==> src/rtl/tinyriscv_pkg.sv <==
// tinyriscv_pkg: shared bus types for the core memory bus and the enums
// used by the RIB arbiter.
//   MemAddrBus / MemBus : 32-bit address and data words
//   rib_owner_e         : current bus owner (NONE, DBG, EX, PC)
//   rib_arb_state_e     : arbiter FSM state (IDLE, BUSY)
package tinyriscv_pkg;

  localparam int unsigned MEM_ADDR_W = 32;
  localparam int unsigned MEM_W      = 32;

  typedef logic [MEM_ADDR_W-1:0] MemAddrBus;
  typedef logic [MEM_W-1:0]      MemBus;

  typedef enum logic [1:0] {
    NONE = 2'd0,
    DBG  = 2'd1,
    EX   = 2'd2,
    PC   = 2'd3
  } rib_owner_e;

  typedef enum logic {
    IDLE = 1'b0,
    BUSY = 1'b1
  } rib_arb_state_e;

endpackage

==> src/rtl/rib_arb_prio.sv <==
// rib_arb_prio: combinational priority pick for the RIB arbiter.
//   dbg_req_i, ex_req_i, pc_req_i : candidate requests
//   pc_first_i                    : rank PC above EX (DBG always highest)
//   grant_o                       : winning master, NONE when nobody requests
module rib_arb_prio
  import tinyriscv_pkg::*;
(
  input  logic       dbg_req_i,
  input  logic       ex_req_i,
  input  logic       pc_req_i,
  input  logic       pc_first_i,
  output rib_owner_e grant_o
);

  always_comb begin
    grant_o = NONE;
    if (dbg_req_i) begin
      grant_o = DBG;
    end else if (pc_first_i && pc_req_i) begin
      grant_o = PC;
    end else if (ex_req_i) begin
      grant_o = EX;
    end else if (pc_req_i) begin
      grant_o = PC;
    end
  end

endmodule

==> src/rtl/rib_arbiter.sv <==
// rib_arbiter: three-master (debug, ex load/store, instruction fetch) to
// one-slave arbiter for the core memory bus. Fixed priority DBG > EX > PC,
// no preemption, one transaction in flight.
//
// Ports:
//   clk_i, rst_ni                  : clock, asynchronous active-low reset
//   dbg_req_i/we/addr/wdata        : debug master request (held until ready)
//   ex_req_i/we/addr/wdata         : ex master request (held until ready)
//   pc_req_i/pc_addr_i             : fetch request, read-only
//   dbg/ex/pc_ready_o              : one-cycle completion pulse to owner
//   rdata_o                        : slave read data, non-zero only with a ready
//   s_req/we/addr/wdata_o          : slave request, driven from owner while BUSY
//   s_rdata_i, s_ready_i           : slave read data and completion pulse
//   hold_flag_o                    : pipeline hold while debug wants/owns bus
//
// Parameters:
//   STARVE_LIMIT    : consecutive EX grants tolerated while fetch waits (1..15)
//   ARB_IDLE_BUBBLE : 1 = idle cycle between transactions, 0 = back-to-back
//
// Optional feature macro: RIB_ARB_STARVE_GUARD_EN enables the fetch
// starvation guard; without it arbitration is pure fixed priority.
module rib_arbiter
  import tinyriscv_pkg::*;
#(
  parameter int unsigned STARVE_LIMIT    = 4,
  parameter int unsigned ARB_IDLE_BUBBLE = 1
) (
  input  logic                  clk_i,
  input  logic                  rst_ni,

  input  logic                  dbg_req_i,
  input  logic                  dbg_we_i,
  input  logic [MEM_ADDR_W-1:0] dbg_addr_i,
  input  logic [MEM_W-1:0]      dbg_wdata_i,
  output logic                  dbg_ready_o,

  input  logic                  ex_req_i,
  input  logic                  ex_we_i,
  input  logic [MEM_ADDR_W-1:0] ex_addr_i,
  input  logic [MEM_W-1:0]      ex_wdata_i,
  output logic                  ex_ready_o,

  input  logic                  pc_req_i,
  input  logic [MEM_ADDR_W-1:0] pc_addr_i,
  output logic                  pc_ready_o,

  output logic [MEM_W-1:0]      rdata_o,

  output logic                  s_req_o,
  output logic                  s_we_o,
  output logic [MEM_ADDR_W-1:0] s_addr_o,
  output logic [MEM_W-1:0]      s_wdata_o,
  input  logic [MEM_W-1:0]      s_rdata_i,
  input  logic                  s_ready_i,

  output logic                  hold_flag_o
);

  rib_arb_state_e state_q, state_d;
  rib_owner_e     owner_q, owner_d;
  rib_owner_e     grant;

  logic busy;
  logic done;
  logic dbg_req_m;
  logic ex_req_m;
  logic pc_req_m;
  logic pc_first;

  assign busy = (state_q == BUSY);
  assign done = busy && s_ready_i;

  // A finishing owner still holds its request during its completion cycle;
  // keep it out of the back-to-back pick so the same transaction is not
  // granted twice.
  assign dbg_req_m = dbg_req_i && !(done && owner_q == DBG);
  assign ex_req_m  = ex_req_i  && !(done && owner_q == EX);
  assign pc_req_m  = pc_req_i  && !(done && owner_q == PC);

  rib_arb_prio u_prio (
    .dbg_req_i  (dbg_req_m),
    .ex_req_i   (ex_req_m),
    .pc_req_i   (pc_req_m),
    .pc_first_i (pc_first),
    .grant_o    (grant)
  );

  // ---------------------------------------------------------------------
  // FSM
  // ---------------------------------------------------------------------
  always_ff @(posedge clk_i or negedge rst_ni) begin
    if (!rst_ni) begin
      state_q <= IDLE;
      owner_q <= NONE;
    end else begin
      state_q <= state_d;
      owner_q <= owner_d;
    end
  end

  always_comb begin
    state_d = state_q;
    owner_d = owner_q;
    case (state_q)
      IDLE: begin
        if (grant != NONE) begin
          state_d = BUSY;
          owner_d = grant;
        end
      end
      BUSY: begin
        if (s_ready_i) begin
          if (ARB_IDLE_BUBBLE != 0 || grant == NONE) begin
            state_d = IDLE;
            owner_d = NONE;
          end else begin
            owner_d = grant;
          end
        end
      end
      default: begin
        state_d = IDLE;
        owner_d = NONE;
      end
    endcase
  end

  // ---------------------------------------------------------------------
  // Slave-side mux: driven from the owner's live inputs while BUSY
  // ---------------------------------------------------------------------
  always_comb begin
    s_req_o   = 1'b0;
    s_we_o    = 1'b0;
    s_addr_o  = '0;
    s_wdata_o = '0;
    if (busy) begin
      s_req_o = 1'b1;
      case (owner_q)
        DBG: begin
          s_we_o    = dbg_we_i;
          s_addr_o  = dbg_addr_i;
          s_wdata_o = dbg_wdata_i;
        end
        EX: begin
          s_we_o    = ex_we_i;
          s_addr_o  = ex_addr_i;
          s_wdata_o = ex_wdata_i;
        end
        PC: begin
          s_addr_o  = pc_addr_i;
        end
        default: begin
          s_we_o    = 1'b0;
        end
      endcase
    end
  end

  assign dbg_ready_o = done && (owner_q == DBG);
  assign ex_ready_o  = done && (owner_q == EX);
  assign pc_ready_o  = done && (owner_q == PC);
  assign rdata_o     = done ? s_rdata_i : '0;
  assign hold_flag_o = (owner_q == DBG) || dbg_req_i;

  // ---------------------------------------------------------------------
  // Fetch starvation guard
  // ---------------------------------------------------------------------
`ifdef RIB_ARB_STARVE_GUARD_EN
  logic [3:0] starve_cnt_q;
  logic       grant_fire;

  assign pc_first = (starve_cnt_q >= 4'(STARVE_LIMIT));
  // A new grant is taken whenever the next owner comes from an arbitration:
  // from IDLE, or from a completion cycle in back-to-back mode.
  assign grant_fire = (owner_d != NONE) && (state_q == IDLE || done);

  always_ff @(posedge clk_i or negedge rst_ni) begin
    if (!rst_ni) begin
      starve_cnt_q <= '0;
    end else if (grant_fire) begin
      if (grant == PC || pc_first) begin
        starve_cnt_q <= '0;
      end else if (grant == EX && pc_req_i && starve_cnt_q != '1) begin
        starve_cnt_q <= starve_cnt_q + 4'd1;
      end
    end
  end
`else
  logic [3:0] unused_starve_limit;
  assign unused_starve_limit = 4'(STARVE_LIMIT);
  assign pc_first = 1'b0;
`endif

endmodule

==> config.mk <==
export PLATFORM = sky130hd
export DESIGN_NAME = rib_arbiter
export DESIGN_NICKNAME = d
export VERILOG_FILES = /design/src/rtl/tinyriscv_pkg.sv /design/src/rtl/rib_arb_prio.sv /design/src/rtl/rib_arbiter.sv
export SDC_FILE = /design/constraint.sdc
export NUM_CORES = 1
export LEC_CHECK = 0
export ABC_AREA = 0
export CAP_MARGIN = 20
export CORE_AREA = 2 2 118 120
export DETAILED_ROUTE_END_ITERATION = 7
export DIE_AREA = 0 0 120 122
export SKIP_CTS_REPAIR_TIMING = 1
export SYNTH_ARGS = -nofsm -noshare
export SYNTH_HDL_FRONTEND = slang
export SYNTH_SLANG_ARGS = --single-unit
==> constraint.sdc <==
create_clock -name clk_i -period 1.6 [get_ports clk_i]
set_input_delay 0.24 -clock clk_i [delete_from_list [all_inputs] [get_ports clk_i]]
set_output_delay 0.24 -clock clk_i [all_outputs]
set_load 0.01 [all_outputs]
==> impl_results.md, run 1 <==
* Status: complete, but fails checks
* Violated checks: negative setup slack
* Placed wire-length estimate at 8.54 mm
* Start-to-end type of the worst setup path: reg -> out
* Clock Power Share at 0.159
* Critical path capture point type: output port
* CP required at 1.36 ns
* Total via count in the routed design at 3263
* Multi-input gate area in the final layout at 0.00126 mm²
* Number of remaining DRC errors at 0
* Proportion of power drawn by flip-flops and latches at 0.039
* Leading cell types in the layout, fill and taps excluded: sky130_fd_sc_hd__clkdlybuf4s50_1, sky130_fd_sc_hd__nor2_1, sky130_fd_sc_hd__dlymetal6s2s_1
* FF+latch count, synth at 3
* Leakage dissipation at 3.01 nW
* IO Port Bufs at between 300 and 400
* Max-Cap Viols at 0
* I/O pin count at 302
* Highest achievable clock rate at 504 MHz
* TritonCTS clock tree: built
* Basic-gate share of the synthesized area counting and, or, nand and nor cells at 0.358
* Die area at between 0.01 and 0.015 mm²
* Die boundary height at 122 µm
* H-tree levels at 1
* Adder-Cell Fraction of Synth Area at 0.0451
* Data arrival time at the worst-slack endpoint at 1.75 ns
* Proportion of synthesized area in mux cells at 0
* Remaining global-route overflow at 0
* Count of clock tree sinks at 3
* Worst slew pin tran at approximately 0.38 ns
* Startpoint kind of the worst setup timing path: flop
* Net Count, Synth at 426
* Setup ws final at -0.386 ns
* Critical path fanouts, max at 4
* Post-route total power at 2.55 mW
* Area of the core region at 0.0135 mm²
* Net Sw Power at 0.937 mW
* TritonRoute pass-1 iters at 7
* Cells after Synth at 221
* Number of library cell types mapped by synthesis at 20
* FF/Latch Area at about 76 µm²
* Fillcell total at 1363
* Area share of xor/xnor cells in the synthesized design at 0
* Count of antenna-violating nets left after detailed routing at 0
* Starting DRT DRC Count at 297
* Fin nets at 741
* Die extent in x at between 100 and 150 µm
* Antenna violations before repair at 0
* Clock insertion delay at the later pin of the skew report at 0.23 ns
* Clock skew after layout at between 0.0015 and 0.002 ns
* Post-Synthesis Cell Area at 0.00139 mm²
* Synth warnings at 0
* Root buffer cell: sky130_fd_sc_hd__clkbuf_16
* Max IR drop VDD at 219 µV
* Max-slew headroom at 0.744
* WL/cell at 17.9 µm
* Util after Layout at 0.385
* Average cell area after synthesis at 6.27 µm²
* Internal Power at approximately 1.6 mW
* Time the final worst path needs with I/O delays and setup at slightly below 2 ns
* Placement row count at 43
* Setup repair after global routing missed its margin: yes
* Share of the synthesized area in compound gates (AO/OA/AOI/OAI) at 0.441
* Number of failing setup endpoints in the final timing report at 73
* Count of endpoints failing hold in the final timing report at 0
* Main combinational cell family by area after synthesis: compound AO/OA/AOI/OAI gates
* Fin. max-slew vios at 0
* Sequential cell area fraction in the yosys report at 0.0542
* Share of layout cells above drive strength 1 at 0.191
* Vias per cell at about 4.6
* Max clock buf depth at 2
* Period Utilization, post-route at 1.24
* Commonest non-fill, non-tap cell in the layout: sky130_fd_sc_hd__clkdlybuf4s50_1
* Maximum number of pins on one net before global-route repair at 39
* Comb power frac at 0.802
* Drt total wl at 12.8 mm
* GRT Resource Usage Total at 0.131
* Pwr per Cell Area at ~490 mW/mm²
* CTS buffer count at 3
* Clock transition at the register clock pins on the worst setup and hold paths after CTS at 0.03 ns
* Wire length of the first global-routing pass at 15.4 mm
* Routability-driven placement congestion ratio at 0.887
* Hold Path Class: in -> async
* Number of diodes at 0
* Setup WS pre-CTS at -0.471 ns
* Number of global-route vias before repair at 2994
* Area Growth Syn to Fin at 275%
* Net switching share of the total power at 0.368
* Starting Density at 0.103
cell families (layout without fill, tap and decap cells):
logic type,count (synthesis),after routing
and+or+nand+nor,107,107
AOI/OAI and AO/OA,71,71
buffers and inverters,35,349
adders and majority gates,5,5
DFF,3,3
cell usage after synthesis (all sizes together):
| cell | n | share of area |
|---|---|---|
| nor2 | 67 | 0.18 |
| dfrtp | 3 | 0.054 |
| a22oi | 34 | 0.18 |
| nand2b | 1 | 0.0045 |
| a222oi | 32 | 0.23 |
| buf | 8 | 0.028 |
| a211oi | 1 | 0.0054 |
| or2 | 1 | 0.0045 |
| nand3 | 1 | 0.0036 |
| o31ai | 1 | 0.0054 |
| ha | 5 | 0.045 |
| o21ai | 2 | 0.0072 |
| nor3 | 1 | 0.0036 |
| nor2b | 1 | 0.0045 |
| nand2 | 1 | 0.0027 |
| o41a | 1 | 0.0081 |
| inv | 4 | 0.011 |
| clkbuf | 23 | 0.062 |
| and3 | 34 | 0.15 |
metrics by stage:
step	setup TNS, ns	instances	cell area (µm²)	hold WS, ns
after floorplan	0	221	1390	-0.0556
after global placement	-33.17	688	4720	0.436
after detailed placement	-35.17	688	4720	0.447
after CTS	-52.60	692	4800	0.213
after global routing	-25.95	715	5200	0.214
final	-19.53	715	5200	0.207
critical path, cell delays in order (launching register included):
cell                        delay (ns)
sky130_fd_sc_hd__dfrtp_1          0.40
sky130_fd_sc_hd__buf_6            0.14
sky130_fd_sc_hd__ha_4             0.19
sky130_fd_sc_hd__clkbuf_16        0.16
sky130_fd_sc_hd__a222oi_1         0.40
sky130_fd_sc_hd__nor2_1           0.08
sky130_fd_sc_hd__clkbuf_2         0.14
power by group through the flow:
stage | clock [mW] | combinational (mW) | sequential (mW)
CTS | 0.413 | 1.85 | 0.0960
detailed placement | 0 | 1.84 | 0.0966
global route | 0.422 | 2.19 | 0.100
floorplan | 0 | 0.675 | 0.0962
global placement | 0 | 1.83 | 0.0962
finish | 0.406 | 2.04 | 0.0991
sequential cells by signal, indices dropped and copies added, names as in the netlist:
name,count
owner_q,2
busy,1
metal layers:
layer | GRT usage | up-vias | wire length [µm]
met5 | 0 | - | 0
met2 | 0.246 | 226 | 6610
met1 | 0.145 | 1526 | 4860
met3 | 0.0323 | 10 | 1220
met4 | 0.0360 | 0 | 142
li1 | - | 1501 | -
final cells by class:
class,count,area share
tap,180,0.0433
clock buffer,4,0.0152
inverter,4,0.00289
sequential,3,0.0147
multi-input combinational,183,0.242
timing repair buffer,341,0.682
path summary, 6_finish.rpt:
kind / start / endpoint / slack, ns / depth (start not counted)
hold / removal: rst_ni / owner_q[0] / 0.21 / 1
setup reg to reg: owner_q[1] / owner_q[0] / -0.26 / 8
setup / recovery: owner_q[1] / s_addr_o[30] / -0.39 / 6
hold reg to reg: owner_q[1] / owner_q[1] / 0.71 / 3
max in group asynchronous: rst_ni / busy / 1.23 / 1
min in group clk_i: s_ready_i / busy / 0.62 / 3
No activity file was read; power rests on OpenSTA's default activity.
==> inputs of run 2 (changes only) <==
- CTS_CLUSTER_SIZE: default -> 30
==> results of run 2 <==
The final DEF is identical to that of run 1; final timing and power are the same.
